==> src/rtl/gate_window_ctrl_pkg.sv <==
// Shared types and default sizing for the clock-enable window generator.
package gate_ctrl_pkg;

   typedef enum logic [1:0] {
      IDLE = 2'd0,
      ON   = 2'd1,
      OFF  = 2'd2
   } gate_state_e;

   localparam int CNT_W_DEF = 30;

   // Short defaults keep simulation runs fast; silicon runs a 1 s period with a 10 ms window.
`ifdef SIMULATION
   localparam int DEF_PERIOD_DEF = 1_000 - 1;
   localparam int DEF_ON_DEF     = 10 - 1;
`else
   localparam int DEF_PERIOD_DEF = 100_000_000 - 1;
   localparam int DEF_ON_DEF     = 1_000_000 - 1;
`endif

endpackage

==> src/rtl/gate_window_ctrl_if.sv <==
// Configuration port: valid/ready request carrying period, window and mode, plus reject pulse.
interface gate_window_ctrl_if
   import gate_ctrl_pkg::*;
#(
   parameter int CNT_W = CNT_W_DEF
) ();
   logic             cfg_valid;
   logic             cfg_ready;
   logic [CNT_W-1:0] cfg_period;
   logic [CNT_W-1:0] cfg_on;
   logic             cfg_oneshot;
   logic             err_cfg;

   modport master (
      output cfg_valid, cfg_period, cfg_on, cfg_oneshot,
      input  cfg_ready, err_cfg
   );

   modport slave (
      input  cfg_valid, cfg_period, cfg_on, cfg_oneshot,
      output cfg_ready, err_cfg
   );
endinterface

==> src/rtl/gate_cfg_shadow.sv <==
// Config handshake, range check, shadow and active registers. A request accepted while
// running waits in the shadow until the FSM signals a period boundary via apply_i.
module gate_cfg_shadow
   import gate_ctrl_pkg::*;
#(
   parameter int CNT_W      = CNT_W_DEF,
   parameter int DEF_PERIOD = DEF_PERIOD_DEF,
   parameter int DEF_ON     = DEF_ON_DEF
) (
   input  logic             clk,
   input  logic             rst_n,
   input  logic             idle_i,
   input  logic             apply_i,
   gate_window_ctrl_if.slave cfg,
   output logic [CNT_W-1:0] act_period_o,
   output logic [CNT_W-1:0] act_on_o,
   output logic             act_oneshot_o,
   output logic [CNT_W-1:0] act_period_nxt_o
);

   logic [CNT_W-1:0] act_period_q, act_period_d;
   logic [CNT_W-1:0] act_on_q, act_on_d;
   logic             act_oneshot_q, act_oneshot_d;
   logic [CNT_W-1:0] shd_period_q, shd_period_d;
   logic [CNT_W-1:0] shd_on_q, shd_on_d;
   logic             shd_oneshot_q, shd_oneshot_d;
   logic             pend_q, pend_d;
   logic             ready_q, ready_d;
   logic             err_q, err_d;
   logic             hs;
   logic             bad;

   // Accept, reject, shadow or load directly; promote the shadow on apply.
   always_comb begin
      act_period_d  = act_period_q;
      act_on_d      = act_on_q;
      act_oneshot_d = act_oneshot_q;
      shd_period_d  = shd_period_q;
      shd_on_d      = shd_on_q;
      shd_oneshot_d = shd_oneshot_q;
      pend_d        = pend_q;
      ready_d       = ready_q;
      hs            = cfg.cfg_valid && ready_q;
      bad           = cfg.cfg_on > cfg.cfg_period;
      err_d         = hs && bad;
      if (pend_q && apply_i) begin
         act_period_d  = shd_period_q;
         act_on_d      = shd_on_q;
         act_oneshot_d = shd_oneshot_q;
         pend_d        = 1'b0;
         ready_d       = 1'b1;
      end
      // ready_q=1 implies pend_q=0, so this never collides with the promotion above.
      if (hs && !bad) begin
         if (idle_i) begin
            act_period_d  = cfg.cfg_period;
            act_on_d      = cfg.cfg_on;
            act_oneshot_d = cfg.cfg_oneshot;
         end else begin
            shd_period_d  = cfg.cfg_period;
            shd_on_d      = cfg.cfg_on;
            shd_oneshot_d = cfg.cfg_oneshot;
            pend_d        = 1'b1;
            ready_d       = 1'b0;
         end
      end
   end

   // Register file state; reset drops any pending shadow.
   always_ff @(posedge clk) begin
      if (!rst_n) begin
         act_period_q  <= CNT_W'(DEF_PERIOD);
         act_on_q      <= CNT_W'(DEF_ON);
         act_oneshot_q <= 1'b0;
         shd_period_q  <= '0;
         shd_on_q      <= '0;
         shd_oneshot_q <= 1'b0;
         pend_q        <= 1'b0;
         ready_q       <= 1'b1;
         err_q         <= 1'b0;
      end else begin
         act_period_q  <= act_period_d;
         act_on_q      <= act_on_d;
         act_oneshot_q <= act_oneshot_d;
         shd_period_q  <= shd_period_d;
         shd_on_q      <= shd_on_d;
         shd_oneshot_q <= shd_oneshot_d;
         pend_q        <= pend_d;
         ready_q       <= ready_d;
         err_q         <= err_d;
      end
   end

   assign cfg.cfg_ready     = ready_q;
   assign cfg.err_cfg       = err_q;
   assign act_period_o      = act_period_q;
   assign act_on_o          = act_on_q;
   assign act_oneshot_o     = act_oneshot_q;
   assign act_period_nxt_o  = act_period_d;

endmodule

==> src/rtl/gate_window_ctrl.sv <==
// Clock-enable window generator feeding a BUFGCE CE pin: ce high for (on+1) of every
// (period+1) clk cycles, all outputs taken directly from flops.
//
//  state | meaning
//  IDLE  | stopped, cnt held at 0, ce low
//  ON    | enable window active, ce high
//  OFF   | remainder of period, ce low
module gate_window_ctrl
   import gate_ctrl_pkg::*;
#(
   parameter int CNT_W      = CNT_W_DEF,
   parameter int DEF_PERIOD = DEF_PERIOD_DEF,
   parameter int DEF_ON     = DEF_ON_DEF
) (
   input  logic clk,
   input  logic rst_n,
   gate_window_ctrl_if.slave cfg,
   input  logic start,
   input  logic stop,
   output logic ce,
   output logic busy,
   output logic period_tick
);

   gate_state_e      state_q, state_d;
   logic [CNT_W-1:0] cnt_q, cnt_d;
   logic             stop_pend_q, stop_pend_d;
   logic             ce_q, busy_q, tick_q;
   logic [CNT_W-1:0] act_period, act_on, act_period_nxt;
   logic             act_oneshot;
   logic             wrap, at_on, stop_eff, apply;

   assign wrap     = cnt_q == act_period;
   assign at_on    = cnt_q == act_on;
   assign stop_eff = stop_pend_q | stop;
   // Shadow may promote at every period wrap, and also once stopped so it never strands.
   assign apply    = (state_q == IDLE) || wrap;

   gate_cfg_shadow #(
      .CNT_W      (CNT_W),
      .DEF_PERIOD (DEF_PERIOD),
      .DEF_ON     (DEF_ON)
   ) u_shadow (
      .clk              (clk),
      .rst_n            (rst_n),
      .idle_i           (state_q == IDLE),
      .apply_i          (apply),
      .cfg              (cfg),
      .act_period_o     (act_period),
      .act_on_o         (act_on),
      .act_oneshot_o    (act_oneshot),
      .act_period_nxt_o (act_period_nxt)
   );

   // Next state, counter and stop-pending; a stop in ON lets the window finish.
   always_comb begin
      state_d     = state_q;
      cnt_d       = cnt_q;
      stop_pend_d = stop_pend_q;
      case (state_q)
         IDLE: begin
            cnt_d = '0;
            if (start && !stop) state_d = ON;
         end
         ON: begin
            cnt_d = wrap ? '0 : cnt_q + CNT_W'(1);
            if (stop) stop_pend_d = 1'b1;
            if (at_on) begin
               if (wrap) begin
                  if (act_oneshot || stop_eff) state_d = IDLE;
               end else if (stop_eff) begin
                  state_d = IDLE;
               end else begin
                  state_d = OFF;
               end
            end
         end
         OFF: begin
            cnt_d = wrap ? '0 : cnt_q + CNT_W'(1);
            if (stop)                    state_d = IDLE;
            else if (wrap && act_oneshot) state_d = IDLE;
            else if (wrap)                state_d = ON;
         end
         default: state_d = IDLE;
      endcase
      if (state_d == IDLE) begin
         cnt_d       = '0;
         stop_pend_d = 1'b0;
      end
   end

   // State, counter and registered outputs derived from next-state values.
   always_ff @(posedge clk) begin
      if (!rst_n) begin
         state_q     <= IDLE;
         cnt_q       <= '0;
         stop_pend_q <= 1'b0;
         ce_q        <= 1'b0;
         busy_q      <= 1'b0;
         tick_q      <= 1'b0;
      end else begin
         state_q     <= state_d;
         cnt_q       <= cnt_d;
         stop_pend_q <= stop_pend_d;
         ce_q        <= state_d == ON;
         busy_q      <= state_d != IDLE;
         tick_q      <= (state_d != IDLE) && (cnt_d == act_period_nxt);
      end
   end

   assign ce          = ce_q;
   assign busy        = busy_q;
   assign period_tick = tick_q;

endmodule

==> src/flat_wrapper.sv <==
// flat-port wrapper written by rule: the top's interface ports become plain ports
module gate_window_ctrl_flat import gate_ctrl_pkg::*;
#(
   parameter int CNT_W      = CNT_W_DEF,
   parameter int DEF_PERIOD = DEF_PERIOD_DEF,
   parameter int DEF_ON     = DEF_ON_DEF
)
  (clk, rst_n, start, stop, ce, busy, period_tick, cfg_cfg_valid, cfg_cfg_period, cfg_cfg_on, cfg_cfg_oneshot, cfg_cfg_ready, cfg_err_cfg);
  gate_window_ctrl_if #(.CNT_W(CNT_W)) cfg_i ();
  input  logic clk;
  input  logic rst_n;
  input  logic start;
  input  logic stop;
  output logic ce;
  output logic busy;
  output logic period_tick;
  input wire logic [$bits(cfg_i.cfg_valid)-1:0] cfg_cfg_valid;
  input wire logic [$bits(cfg_i.cfg_period)-1:0] cfg_cfg_period;
  input wire logic [$bits(cfg_i.cfg_on)-1:0] cfg_cfg_on;
  input wire logic [$bits(cfg_i.cfg_oneshot)-1:0] cfg_cfg_oneshot;
  output wire logic [$bits(cfg_i.cfg_ready)-1:0] cfg_cfg_ready;
  output wire logic [$bits(cfg_i.err_cfg)-1:0] cfg_err_cfg;
  assign cfg_i.cfg_valid = cfg_cfg_valid;
  assign cfg_i.cfg_period = cfg_cfg_period;
  assign cfg_i.cfg_on = cfg_cfg_on;
  assign cfg_i.cfg_oneshot = cfg_cfg_oneshot;
  assign cfg_cfg_ready = cfg_i.cfg_ready;
  assign cfg_err_cfg = cfg_i.err_cfg;
  gate_window_ctrl #(.CNT_W(CNT_W), .DEF_PERIOD(DEF_PERIOD), .DEF_ON(DEF_ON)) u_core (.clk(clk), .rst_n(rst_n), .cfg(cfg_i), .start(start), .stop(stop), .ce(ce), .busy(busy), .period_tick(period_tick));
endmodule
==> config.mk <==
export PLATFORM = sky130hd
export DESIGN_NAME = gate_window_ctrl_flat
export DESIGN_NICKNAME = d
export VERILOG_FILES = /design/src/rtl/gate_window_ctrl_pkg.sv /design/src/rtl/gate_window_ctrl_if.sv /design/src/rtl/gate_cfg_shadow.sv /design/src/rtl/gate_window_ctrl.sv /design/src/flat_wrapper.sv
export SDC_FILE = /design/constraint.sdc
export NUM_CORES = 1
export LEC_CHECK = 0
export CAP_MARGIN = 20
export CORE_ASPECT_RATIO = 0.75
export CORE_MARGIN = 2
export CORE_UTILIZATION = 35
export CTS_CLUSTER_SIZE = 24
export DETAILED_ROUTE_END_ITERATION = 7
export SLEW_MARGIN = 5
export SYNTH_ARGS = -nofsm -noshare
export SYNTH_HDL_FRONTEND = slang
export SYNTH_SLANG_ARGS = --single-unit
==> constraint.sdc <==
create_clock -name clk -period 3.9 [get_ports clk]
set_input_delay 0.78 -clock clk [delete_from_list [all_inputs] [get_ports clk]]
set_output_delay 0.78 -clock clk [all_outputs]
set_load 0.03 [all_outputs]
* After elaboration in Yosys (flattened, before gate mapping)
Cells that the tools add are included.
Cells by class: add/sub/neg operators 1, magnitude comparators 1, eq/ne operators 6, muxes and demuxes 27, bitwise gates (word level) 3, reductions and logical operators 18
Operators with widths (count):
- $mux 30 | 8
- $eq 30x30->1 | 3
- $pmux 30 s2 | 1
- $add 30x1->30 const B | 1
- $gt 30x30->1 | 1
- $mux 2 | 8
- $mux 1 | 9
- $logic_and 1x1->1 | 7
- $pmux 2 s3 | 1
- $eq 2x1->1 const B | 2
- $logic_not 2->1 | 2
- $reduce_and 2->1 | 2
- $reduce_or 2->1 | 2
- $eq 2x2->1 const B | 1
- $logic_not 1->1 | 2
- $logic_or 1x1->1 | 2
- $not 1->1 | 2
- $reduce_bool 2->1 | 1
- $or 1x1->1 | 1
Storage, ports and cells: register bits after elaboration 161, input port bits 66, output and inout port bits 5, logic and storage cells 71

* Logic depth before layout (Yosys ltp)
word-level depth 10, mapped depth 16, mapped depth without buffers 13

* Modules after synthesis
Synthesis repeated with hierarchy kept, for this count alone.
Second synthesis, totals: cell total of the unflattened synthesis 1218, area total of the unflattened synthesis 10336.2 µm²
Modules (own cells, without submodules):
- gate_cfg_shadow | times used 1, cells an instance 795, area each 6879.1 µm², seq. area each 2502.4 µm²
- gate_window_ctrl | times used 1, cells an instance 423, area each 3457.1 µm², seq. area each 720.7 µm²

* Least setup slack after synthesis
Ideal clock, no wire load.
path type input-to-reg, start input port cfg_cfg_period[25], end register u_core.tick_q, in the netlist u_core.period_tick, setup time 0.088 ns, arrival time 3.500 ns, required time 3.812 ns, setup slack 0.313 ns, cell stages on the path 14, buffers on the path 1, cell sequence inv_1 -> ha_1 -> nand3_1 -> nor4_1 -> nand2_1 -> a21o_1 -> a21oi_1 -> buf_4 -> mux2i_1 -> nor2_1 -> or4_1 -> a221oi_2 -> nand4_1 -> nor4_2
On the way: word-level cells in the longest chain between the ends 6, elaborated cells between the ends (all ways) 7, those cells by class order compare (1); eq/ne (1); mux (2); reduce/logical (3)
RTL lines:
- from (decl) | line flat_wrapper.sv:18 | input wire logic [$bits(cfg_i.cfg_period)-1:0] cfg_cfg_period;
- $gt 30x30->1 | line gate_cfg_shadow.sv:44 | bad = cfg.cfg_on > cfg.cfg_period;
- $logic_not 1->1 | line gate_cfg_shadow.sv:54 | if (hs && !bad) begin
- $logic_and 1x1->1 | line gate_cfg_shadow.sv:54
- $mux 30 * | line gate_cfg_shadow.sv:54
- $eq 30x30->1 * | line gate_window_ctrl.sv:107 | tick_q <= (state_d != IDLE) && (cnt_d == act_period_nxt);
- $logic_and 1x1->1 * | line gate_window_ctrl.sv:107
- to (signal assigned) | line gate_window_ctrl.sv:107
- to (decl) | line gate_window_ctrl.sv:28 | logic ce_q, busy_q, tick_q;
Every way passes the cells marked *; elsewhere a longest branch is shown, timed or not. A chain may end at the register's enable or synchronous reset.

* Worst setup path in the final report
start input port cfg_cfg_period[19], end register u_core.tick_q, in the netlist u_core.period_tick
The elaborated chain is that of the path after synthesis.

==> results.txt <==
----------------------------------------------------
[CTS]
  Clk Latency, worst-skew pair ... 0.45 ns
  Depth of the CTS H-tree ... 4
  Clock-pin slew on the worst setup and hold paths ... 0.07 ns
  Sink count of the clock tree ... 161
  Clock tree from TritonCTS ... built
  Clock buffers created by TritonCTS ... 17
  Buffer type at the clock tree root ... sky130_fd_sc_hd__clkbuf_16
  Max Root-Sink Buffers ... 2

[Worst hold path]
  Hold Path Class ... flip-flop to flip-flop

[Yosys]
  Share of synthesized registers carrying an async set or reset ... 0%
  Area share of xor/xnor cells in the synthesized design ... 8.673%
  Unique cell type count in the Yosys netlist ... 72
  Biggest area consumer among synthesized cells ... sky130_fd_sc_hd__dfxtp_1
  Synthesized-area fraction occupied by and/or/nand/nor cells ... 25.02%
  Most frequent cell after synthesis ... sky130_fd_sc_hd__nand2_1
  Post-synthesis adder-cell area fraction ... under 10%
  Dominant cells by area after synthesis ... sky130_fd_sc_hd__dfxtp_1, sky130_fd_sc_hd__nand2_1, sky130_fd_sc_hd__a21oi_1, sky130_fd_sc_hd__ha_1, sky130_fd_sc_hd__xor2_1
  Fraction of post-synthesis cell area in the top cell type by area ... 35.24%
  Number of storage elements in the synthesis netlist ... 161
  Syn nets ... ~1300
  Register area share after synthesis ... 35.24%
  Largest family of logic cells by synthesized area ... simple AND/OR/NAND/NOR gates
  Mapped Area ... 9146 um2
  Mean cell area of the mapped netlist ... about 7.9 um2
  Flip-flop cell with the highest count after synthesis ... sky130_fd_sc_hd__dfxtp_1
  Cells after Synth ... 1162
  Yosys warning count ... 0
  Commonest cells post-synth ... sky130_fd_sc_hd__nand2_1, sky130_fd_sc_hd__dfxtp_1, sky130_fd_sc_hd__a21oi_1
  Post-synth EDFFs ... 0
  Compound-Gate Fraction of Synth Area ... 13.87%
  Mux contribution to synthesized area ... 6.238%

[Timing]
  Setup_tns ... 0 ns
  Count of final max-slew check failures ... 0
  Final setup fails ... 0
  Final Hold Vio Count ... 0
  Highest attainable clock frequency ... around 260 MHz
  Worst slew slack as a fraction of its limit ... 50.82%
  Min Hold Slack ... 0.4553 ns
  Slew at the pin with the worst max-slew slack ... 0.7377 ns
  Final cycle utilization of the critical path ... 98.31%
  Minimum clock period after layout ... 3.834 ns
  Post-Route Skew ... 0.01310 ns

[Drt]
  Post-route DRC violation count ... 0
  Aggregate routed wire length ... 31.68 mm
  Sum of routed wire segments on met1 ... roughly 15 mm
  Vias after detailed routing ... 8992
  Via-to-Cell Ratio ... ~5.3
  Top routing layer in use ... met4
  WL/cell ... 18.61 um
  Metal3 WL ... 2.529 mm
  Total met2 wirelength after detailed routing ... ~13 mm
  Residual antenna-violating net count after detailed routing ... 0
  1st-pass router iterations ... 5
  Violation count after the first detailed-routing iteration ... about 940

[Finish]
  Fraction of layout cells with a size suffix above 1 ... 24.67%
  Utilization after layout ... a little under half
  Area growth, synth to finish ... 34.30%
  Multi-input gate area ... 5869 um2
  Fin area ... ~12000 um2
  Post-layout net count ... 1447
  Antenna diode count ... 0
  Fill cells ... around 2500
  Footprint of the flip-flops and latches ... about 3200 um2

[Run status]
  Outcome ... completed

[Placed design]
  Post-placement cell area ... 11150 um2
  Post-DP HPWL ... ~24 mm
  Port Buffers ... 70
  Weighted congestion at the end of routability-driven global placement ... slightly above 0.9

[Die]
  Initial standard-cell utilization of the core ... between 30 and 40%
  Core box area ... 25840 um2
  Row count ... 51
  Number of top-level pins ... roughly 70
  Die outline height ... 144.0 um
  Horiz. Die Dim ... 190.7 um
  Die outline area ... around 27000 um2

[Global route]
  Number of antenna violations at the first check in global routing ... 0
  Global-route wire length before repair ... ~49 mm
  Vias in the first global route ... between 8000 and 9000
  Total congestion overflow ... 0
  Maximum number of pins on one net before global-route repair ... roughly 60
  Overall global routing resource usage ... a little under a quarter

[Worst setup path]
  Nature of the critical path startpoint ... input port
  Largest fanout of any net on the critical path ... 21
  Type of the worst setup path ... input port to flip-flop
  Required @ worst endpoint ... 4.26 ns
  Critical path data arrival time ... 4.20 ns
  Worst Setup End Kind ... flip-flop

[Pwr]
  Flop pwr share ... between 40% and 50%
  Cell Pwr Density ... about 360 nW/um2
  Worst vdd rail ir drop ... 315.6 uV
  Internal power consumption ... 0.003025 W
  Logic pwr share ... a little over a fifth
  Clock power share ... 38.4%
  Static leakage ... 5.183 nW
  Reported net switching power ... 0.001402 W
  Switching part of the total ... a little under a third

[Job]
  Total of max-cap violations ... 0

----------------------------------------------------
## cell usage in the layout (no fill, tap or decap), types with 12 or more instances in the layout
cell	Yosys	final
sky130_fd_sc_hd__mux2i_1	35	32
sky130_fd_sc_hd__nand2_1	274	272
sky130_fd_sc_hd__xor2_1	44	44
sky130_fd_sc_hd__inv_2	0	17
sky130_fd_sc_hd__clkbuf_2	0	22
sky130_fd_sc_hd__buf_4	6	157
sky130_fd_sc_hd__nand3_1	36	33
sky130_fd_sc_hd__dfxtp_1	161	161
sky130_fd_sc_hd__inv_1	45	27
sky130_fd_sc_hd__nor3_1	16	16
sky130_fd_sc_hd__a21oi_1	92	86
sky130_fd_sc_hd__xnor2_1	41	40
sky130_fd_sc_hd__o21ai_0	27	24
sky130_fd_sc_hd__nand4_1	21	21
sky130_fd_sc_hd__dlymetal6s2s_1	0	20
sky130_fd_sc_hd__ha_4	0	20
sky130_fd_sc_hd__mux2_2	12	12
sky130_fd_sc_hd__clkbuf_16	0	17
sky130_fd_sc_hd__and2_1	14	14
sky130_fd_sc_hd__ha_1	36	15
sky130_fd_sc_hd__clkdlybuf4s50_1	0	13
sky130_fd_sc_hd__nor2_1	88	83
sky130_fd_sc_hd__a311oi_1	20	20
## layout make-up
| class | count | area share (%) |
|---|---|---|
| multi-input cells | 882 | 47.78 |
| inverters | 45 | 1.396 |
| clock buffers | 17 | 3.463 |
| clock inverters | 15 | 1.334 |
| well taps | 344 | 3.504 |
| repair buffers | 238 | 16.28 |
| flip-flops and latches | 161 | 26.24 |
## metal layers
metal | global-route usage [%] | vias to the layer above
met5 | 0 | -
met4 | 7.630 | 0
met3 | 4.829 | 46
met2 | 36.11 | 357
met1 | 32.99 | 4252
li1 | - | 4337
## worst max-delay path: stages
cell and delay [ns]:
sky130_fd_sc_hd__clkbuf_2 0.12, sky130_fd_sc_hd__inv_2 0.07, sky130_fd_sc_hd__ha_4 0.27, sky130_fd_sc_hd__nand4_1 0.18
sky130_fd_sc_hd__buf_4 0.19, sky130_fd_sc_hd__nor4_1 0.25, sky130_fd_sc_hd__nand2_1 0.13, sky130_fd_sc_hd__nor4bb_4 0.18
sky130_fd_sc_hd__a21oi_4 0.24, sky130_fd_sc_hd__buf_4 0.14, sky130_fd_sc_hd__buf_6 0.10, sky130_fd_sc_hd__buf_12 0.17
sky130_fd_sc_hd__mux2i_1 0.46, sky130_fd_sc_hd__o32a_1 0.25, sky130_fd_sc_hd__a41oi_1 0.11, sky130_fd_sc_hd__a21oi_1 0.20
sky130_fd_sc_hd__nand4_1 0.19, sky130_fd_sc_hd__nor4_2 0.16
## power groups by stage
| stage | Combinational, W | Sequential, W | Clock (W) |
|---|---|---|---|
| floorplan | 0.000441 | 0.00180 | 0 |
| global placement | 0.000825 | 0.00182 | 0 |
| finish | 0.000940 | 0.00179 | 0.00170 |
| global route | 0.00102 | 0.00179 | 0.00181 |
| detailed placement | 0.000832 | 0.00182 | 0 |
| CTS | 0.000884 | 0.00178 | 0.00172 |
## through the flow
step	setup WS (ns)	total power [W]	instances
2_1_floorplan	0.3125	0.002245	1162
3_3_place_gp	-0.7504	0.002646	1652
3_5_place_dp	-0.8820	0.002655	1652
4_1_cts	0.004719	0.004389	1695
5_1_grt	-0.02011	0.004623	1702
6_report	0.06603	0.004427	1702
## kinds of logic after synthesis
| family | Yosys count |
|---|---|
| AOI/OAI and AO/OA | 196 |
| xor gates and xnor gates | 88 |
| adders and majority gates | 36 |
| buffers and inverters | 119 |
| DFF | 161 |
| muxes | 53 |
| and+or+nand+nor | 509 |
## final timing paths
path / start / to / slack (ns) / depth (start not counted)
worst max-delay path: cfg_cfg_period[19] / u_core.period_tick / 0.07 / 18
worst min-delay path: u_core.u_shadow.shd_period_q[19] / u_core.u_shadow.shd_period_q[19] / 0.46 / 2
worst max register to register: u_core.cnt_q[22] / u_core.period_tick / 0.16 / 14
worst min register to register: u_core.u_shadow.shd_period_q[19] / u_core.u_shadow.shd_period_q[19] / 0.46 / 2
## sequential cells by signal, indices dropped and copies added, names as in the netlist, 2 cells and up
signal / count
u_core.u_shadow.act_period_o: 30
u_core.u_shadow.shd_on_q: 30
u_core.u_shadow.act_on_o: 30
u_core.cnt_q: 30
u_core.u_shadow.shd_period_q: 30
u_core.state_q: 2
## what timing repair did
action	4_1_cts	5_1_grt
endpoints found under the hold margin	0	0
buffers inserted	11	8
hold buffers	0	0
setup endpoints to repair	1	1
pin swaps	16	32
resized for setup	84	116
No activity file was read; power rests on OpenSTA's default activity.
